**src/rtl/hdmi_period_sync.sv**
```systemverilog
// HDMI receive-side period sequencer: tracks control/preamble/guard/video/island
// periods, qualifies pixels, recovers syncs and frames island packets.
module hdmi_period_sync #(
  parameter int PREAMBLE_LEN = 8,
  parameter int MAX_PACKETS  = 18
) (
  input  logic        i_clk,
  input  logic        i_reset_n,
  input  logic [5:0]  i_kind,
  input  logic [5:0]  i_ctl,
  input  logic [11:0] i_aux,
  input  logic [23:0] i_pix,
  output logic        o_pix_valid,
  output logic [23:0] o_pix,
  output logic        o_hsync,
  output logic        o_vsync,
  output logic        o_island_valid,
  output logic        o_island_start,
  output logic [11:0] o_island_data,
  output logic        o_err
);

  localparam int PW = $clog2(PREAMBLE_LEN + 1);
  localparam int KW = $clog2(MAX_PACKETS + 2);

  typedef enum logic [2:0] {
    S_CTRL, S_VPRE, S_VGUARD, S_VIDEO, S_DPRE, S_DGUARD, S_ISLAND, S_TGUARD
  } state_t;

  state_t         state_q, state_d;
  logic [PW-1:0]  pre_q, pre_d;
  logic [4:0]     chr_q, chr_d;
  logic [KW-1:0]  pkt_q, pkt_d;
  logic           tg2_q, tg2_d;
  logic           pv_q, pv_d, iv_q, iv_d, is_q, is_d, err_q, err_d;
  logic           hs_q, hs_d, vs_q, vs_d;
  logic [23:0]    pix_q, pix_d;
  logic [11:0]    idata_q, idata_d;

  logic [1:0] k0, k1, k2;
  logic all_ctrl, all_video, all_terc4, vid_pre, isl_pre, vguard, iguard;
  logic pre_full, ctrl_entry;

  assign k0 = i_kind[1:0];
  assign k1 = i_kind[3:2];
  assign k2 = i_kind[5:4];
  assign all_ctrl  = (k0 == 2'd1) && (k1 == 2'd1) && (k2 == 2'd1);
  assign all_video = (k0 == 2'd0) && (k1 == 2'd0) && (k2 == 2'd0);
  assign all_terc4 = (k0 == 2'd2) && (k1 == 2'd2) && (k2 == 2'd2);
  assign vid_pre   = all_ctrl && (i_ctl[3:2] == 2'b01) && (i_ctl[5:4] == 2'b00);
  assign isl_pre   = all_ctrl && (i_ctl[3:2] == 2'b01) && (i_ctl[5:4] == 2'b01);
  assign vguard    = (k0 == 2'd3) && (k1 == 2'd3) && (k2 == 2'd3);
  assign iguard    = (k0 == 2'd2) && (k1 == 2'd3) && (k2 == 2'd3);
  assign pre_full  = (pre_q >= PW'(PREAMBLE_LEN));

  // Next-state, counter and output decode for the current character.
  always_comb begin
    state_d = state_q;
    pre_d   = pre_q;
    chr_d   = chr_q;
    pkt_d   = pkt_q;
    tg2_d   = tg2_q;
    pv_d    = 1'b0;
    pix_d   = 24'd0;
    iv_d    = 1'b0;
    is_d    = 1'b0;
    idata_d = 12'd0;
    err_d   = 1'b0;
    hs_d    = hs_q;
    vs_d    = vs_q;
    ctrl_entry = 1'b0;
    case (state_q)
      S_CTRL: ctrl_entry = 1'b1;
      S_VPRE: begin
        if (vid_pre) pre_d = pre_full ? pre_q : pre_q + PW'(1);
        else if (all_ctrl) begin state_d = S_CTRL; pre_d = '0; end
        else if (vguard && pre_full) state_d = S_VGUARD;
        else err_d = 1'b1;
      end
      S_DPRE: begin
        if (isl_pre) pre_d = pre_full ? pre_q : pre_q + PW'(1);
        else if (all_ctrl) begin state_d = S_CTRL; pre_d = '0; end
        else if (iguard && pre_full) state_d = S_DGUARD;
        else err_d = 1'b1;
      end
      S_VGUARD: begin
        if (vguard) state_d = S_VIDEO;
        else err_d = 1'b1;
      end
      S_VIDEO: begin
        if (all_video) begin pv_d = 1'b1; pix_d = i_pix; end
        else if (all_ctrl) ctrl_entry = 1'b1;
        else err_d = 1'b1;
      end
      S_DGUARD: begin
        if (iguard) begin state_d = S_ISLAND; chr_d = 5'd0; pkt_d = '0; end
        else err_d = 1'b1;
      end
      S_ISLAND: begin
        // The last character of packet MAX_PACKETS+1 would push the count over.
        if (all_terc4 && !(chr_q == 5'd31 && pkt_q == KW'(MAX_PACKETS))) begin
          iv_d    = 1'b1;
          is_d    = (chr_q == 5'd0);
          idata_d = i_aux;
          chr_d   = chr_q + 5'd1;
          pkt_d   = (chr_q == 5'd31) ? pkt_q + KW'(1) : pkt_q;
        end else if (iguard && chr_q == 5'd0 && pkt_q != '0) begin
          state_d = S_TGUARD;
          tg2_d   = 1'b0;
        end else err_d = 1'b1;
      end
      S_TGUARD: begin
        if (!tg2_q) begin
          if (iguard) tg2_d = 1'b1;
          else err_d = 1'b1;
        end else if (all_ctrl) ctrl_entry = 1'b1;
        else err_d = 1'b1;
      end
      default: state_d = S_CTRL;
    endcase
    if (ctrl_entry) begin
      if (vid_pre) begin state_d = S_VPRE; pre_d = PW'(1); end
      else if (isl_pre) begin state_d = S_DPRE; pre_d = PW'(1); end
      else begin state_d = S_CTRL; pre_d = '0; end
    end else begin
      pre_d = pre_d;
    end
    if (err_d) begin
      state_d = S_CTRL;
      pre_d   = '0;
      chr_d   = 5'd0;
      pkt_d   = '0;
      tg2_d   = 1'b0;
    end else begin
      tg2_d = tg2_d;
    end
    if (k0 == 2'd1) begin hs_d = i_ctl[0]; vs_d = i_ctl[1]; end
    else if (k0 == 2'd2) begin hs_d = i_aux[0]; vs_d = i_aux[1]; end
    else begin hs_d = hs_q; vs_d = vs_q; end
  end

  // State, counters and registered outputs.
  always_ff @(posedge i_clk) begin
    if (!i_reset_n) begin
      state_q <= S_CTRL;
      pre_q   <= '0;
      chr_q   <= 5'd0;
      pkt_q   <= '0;
      tg2_q   <= 1'b0;
      pv_q    <= 1'b0;
      pix_q   <= 24'd0;
      iv_q    <= 1'b0;
      is_q    <= 1'b0;
      idata_q <= 12'd0;
      err_q   <= 1'b0;
      hs_q    <= 1'b0;
      vs_q    <= 1'b0;
    end else begin
      state_q <= state_d;
      pre_q   <= pre_d;
      chr_q   <= chr_d;
      pkt_q   <= pkt_d;
      tg2_q   <= tg2_d;
      pv_q    <= pv_d;
      pix_q   <= pix_d;
      iv_q    <= iv_d;
      is_q    <= is_d;
      idata_q <= idata_d;
      err_q   <= err_d;
      hs_q    <= hs_d;
      vs_q    <= vs_d;
    end
  end

  assign o_pix_valid    = pv_q;
  assign o_pix          = pix_q;
  assign o_hsync        = hs_q;
  assign o_vsync        = vs_q;
  assign o_island_valid = iv_q;
  assign o_island_start = is_q;
  assign o_island_data  = idata_q;
  assign o_err          = err_q;

endmodule

```
**config.mk**
```make
export PLATFORM = sky130hd
export DESIGN_NAME = hdmi_period_sync
export DESIGN_NICKNAME = d
export VERILOG_FILES = /design/src/rtl/hdmi_period_sync.sv
export SDC_FILE = /design/constraint.sdc
export NUM_CORES = 1
export LEC_CHECK = 0
export CAP_MARGIN = 40
export CORE_ASPECT_RATIO = 1.5
export CORE_UTILIZATION = 40
export CTS_CLUSTER_SIZE = 40
export DETAILED_ROUTE_END_ITERATION = 6
export PLACE_DENSITY = 0.76
export SLEW_MARGIN = 5
export SYNTH_ARGS = -nofsm -noshare
export SYNTH_HDL_FRONTEND = slang
export SYNTH_SLANG_ARGS = --single-unit
```
**constraint.sdc**
```tcl
create_clock -name i_clk -period 3.9 [get_ports i_clk]
set_clock_uncertainty 0.1 [all_clocks]
set_input_delay 0.39 -clock i_clk [delete_from_list [all_inputs] [get_ports i_clk]]
set_output_delay 0.39 -clock i_clk [all_outputs]
set_load 0.01 [all_outputs]
```
==> out/qor.yml <==
critical_path:
  crit_type: "flip-flop to flip-flop"
  cp-end-kind: "flip-flop"
  crit_required_ps: 4040
  crit_arrival_ps: 3050
  worstReg2RegStart: "chr_q[0]"
  startpoint: "chr_q[0]"
  start_kind: "flip-flop"
  cp_max_fo: 18
yosys:
  yosys_register_bits: 60
  synth_fa_ha_area_share_pct: 5.66
  syn_inst: 281
  synth_area_leaders: "dfxtp_1 45%, and2_1 8.7%, ha_1 5.7%, a211oi_1 2.8%, a21oi_1 2.8%"
  synth_compound_area_share_pct: 16.2
  synthSimpleGateAreaFrac_pct: 24.5
  syn_avg_cell_area_um2: 9.44
  synthesis.nets: 343
  synth.top_cell.area_share_pct: 45.3
  synth-xor-area-share_pct: 2.64
  async_flop_share_pct: 0
  synth_cell_types: 55
  synthFlopType: "dfxtp_1"
  synth_enable_flop_cells: 0
  synth_area_um2: 2650
  synthMuxAreaShare_pct: 1.18
  synth_top_family_by_area: "simple AND/OR/NAND/NOR gates"
  ys_seq_area_share_pct: 45.3
  yosys_warnings: 0
  synth_top_cell_by_area: "dfxtp_1"
drt:
  routedWlPerCell_um: 14.5
  drt_iter0_drc: 160
  totalWireLength_mm: 6.58
  vias: 2363
  ant_nets: 0
  drt-vias-per-instance: 5.20
  drc: 0
  dr.pass1.iters: 4
clock_tree:
  cts-buffers-inserted: 9
  clk_pin_slew_ps: 70
  clock_sinks: 60
  tritoncts: "yes"
  cts_resized: 0
  cts-htree-levels: 3
  clock_latency_ps: 340
  cts-root-buf: "clkbuf_8"
  cts_hold_buf: 0
  cts_setup_buffers: 0
  clockBufferDepth: 2
sta:
  hold_ws_ps: 388
  slew-limit-headroom_pct: 46.6
  worst_slew_pin_slew_ps: 781
  fin_crit_ps: 2910
  finalWorstSetupSlack_ps: 987
  grt_setup_unrepaired: "no"
  finalSetupViolations: 0
  maxSlewViolCount: 0
  min_period_over_period_pct: 74.7
  finalHoldViolCount: 0
  fmax_ghz: 0.343
  setup_tns_ps: 0
cells_and_area:
  syn_to_final_growth_pct: 44.1
  n_antenna_cell: 0
  mostFrequentLayoutCells: "91 x clkdlybuf4s50_1, 60 x dfxtp_1, 37 x and2_1"
  nets: 435
  seq_area_um2: 1200
  multiInputGateArea_um2: 1340
  fillCellCount: 548
  final_common_cell: "clkdlybuf4s50_1"
  final_cells: 454
  drive_above_1_share_pct: 8.20
die:
  rows: 36
  pin_count: 92
  core_area_um2: 6440
  fp.dieW_um: 68.5
  initial_core_util_pct: 41.2
  die_area_um2: 6960
  die_h_um: 102
placed_design:
  pre_cts_slack_ps: 731
  port_buffers: 91
  dp_hpwl_mm: 4.91
  place_congestion: 0.933
  dp.cells: 438
pwr:
  peakVddDrop_mv: 0.266
  power_density_nw_per_um2: 386
  p_leak_nw: 1.37
global_routing:
  grt_use_total_pct: 21.0
  grt_pass1_vias: 2321
  grt_max_degree: 29
  antenna_found_initial: 0
  grt-ovfl-total: 0
  grt_pass1_wl_mm: 10.7
outcome:
  status: "finished clean"
min_path:
  min_path_type: "flip-flop to flip-flop"
  min_from: "chr_q[4]"
run:
  drv_cap: 0
## sequential cells by signal (all words and copies together), names as in the netlist
signal / cells
o_island_valid: 1
o_hsync: 1
chr_q: 5
o_pix: 24
o_err: 1
tg2_q: 1
state_q: 3
o_pix_valid: 1
pre_q: 4
o_island_data: 12
o_vsync: 1
pkt_q: 5
o_island_start: 1
## cell type report
type                    count  share of cell area, %
well taps                  76                   2.49
clock inverters             6                   1.67
clock buffers              10                   3.34
flip-flops and latches     60                   31.4
inverters                  13                   1.28
repair buffers             95                   24.6
multi-input cells         194                   35.2
## worst max-delay path, stage by stage, from the launching register on
cell and delay (ps):
dfxtp_1 350, ha_1 230, and3_1 180, ha_1 210
nor4bb_1 160, a211o_1 360, nand3_1 110, nor2_1 60
or4_1 740, a221oi_1 320
## stage by stage
stage	utilization (%)	area, µm²	power (mW)
final	59.3	3820	1.47
after global routing	59.3	3820	1.55
after CTS	59.3	3820	1.49
after detailed placement	56.4	3630	0.936
after global placement	56.4	3630	0.935
after floorplan	-	2650	0.848
## logic make-up (layout without fill, tap and decap cells)
group                      count (synthesis)  count (layout)
buffers and inverters                     27             124
adders and majority gates                 12              12
DFF                                       60              60
AOI/OAI and AO/OA                         63              63
muxes                                      3               3
xor gates and xnor gates                   8               8
and+or+nand+nor                          108             108
## final timing paths
| kind | to | slack [ps] | depth (start not counted) |
|---|---|---|---|
| max | state_q[2] | 990 | 9 |
| min | chr_q[4] | 390 | 2 |
| max reg2reg | state_q[2] | 990 | 9 |
| min reg2reg | chr_q[4] | 390 | 2 |
## metal layers
metal	track usage, %	vias up	part of all wire, %
met5	0	-	0
met4	14.4	0	4.2
met3	8.56	24	7.2
met2	34.2	105	50
met1	21.2	1061	38
li1	-	1173	-
## synth_stat cells, drive strengths merged, types with 3 or more instances
library cell  instances
dfxtp                60
and2                 38
a21oi                16
nand2                14
nor2                 14
inv                  13
o21ai                13
a211oi               12
ha                   12
clkbuf               10
nand3                 5
buf                   4
nand2b                4
nor4                  4
xnor2                 4
xor2                  4
a31oi                 3
nand4                 3
nor2b                 3
nor3                  3
or3                   3
## report_power, final
group,internal [mW],switching (mW),leakage [nW],total [mW]
Clock,0.295,0.251,0.0927,0.546
Combinational,0.125,0.150,0.791,0.275
Sequential,0.625,0.0281,0.484,0.653
Total,1.04,0.429,1.37,1.47
(Power assumes the default switching activity.)
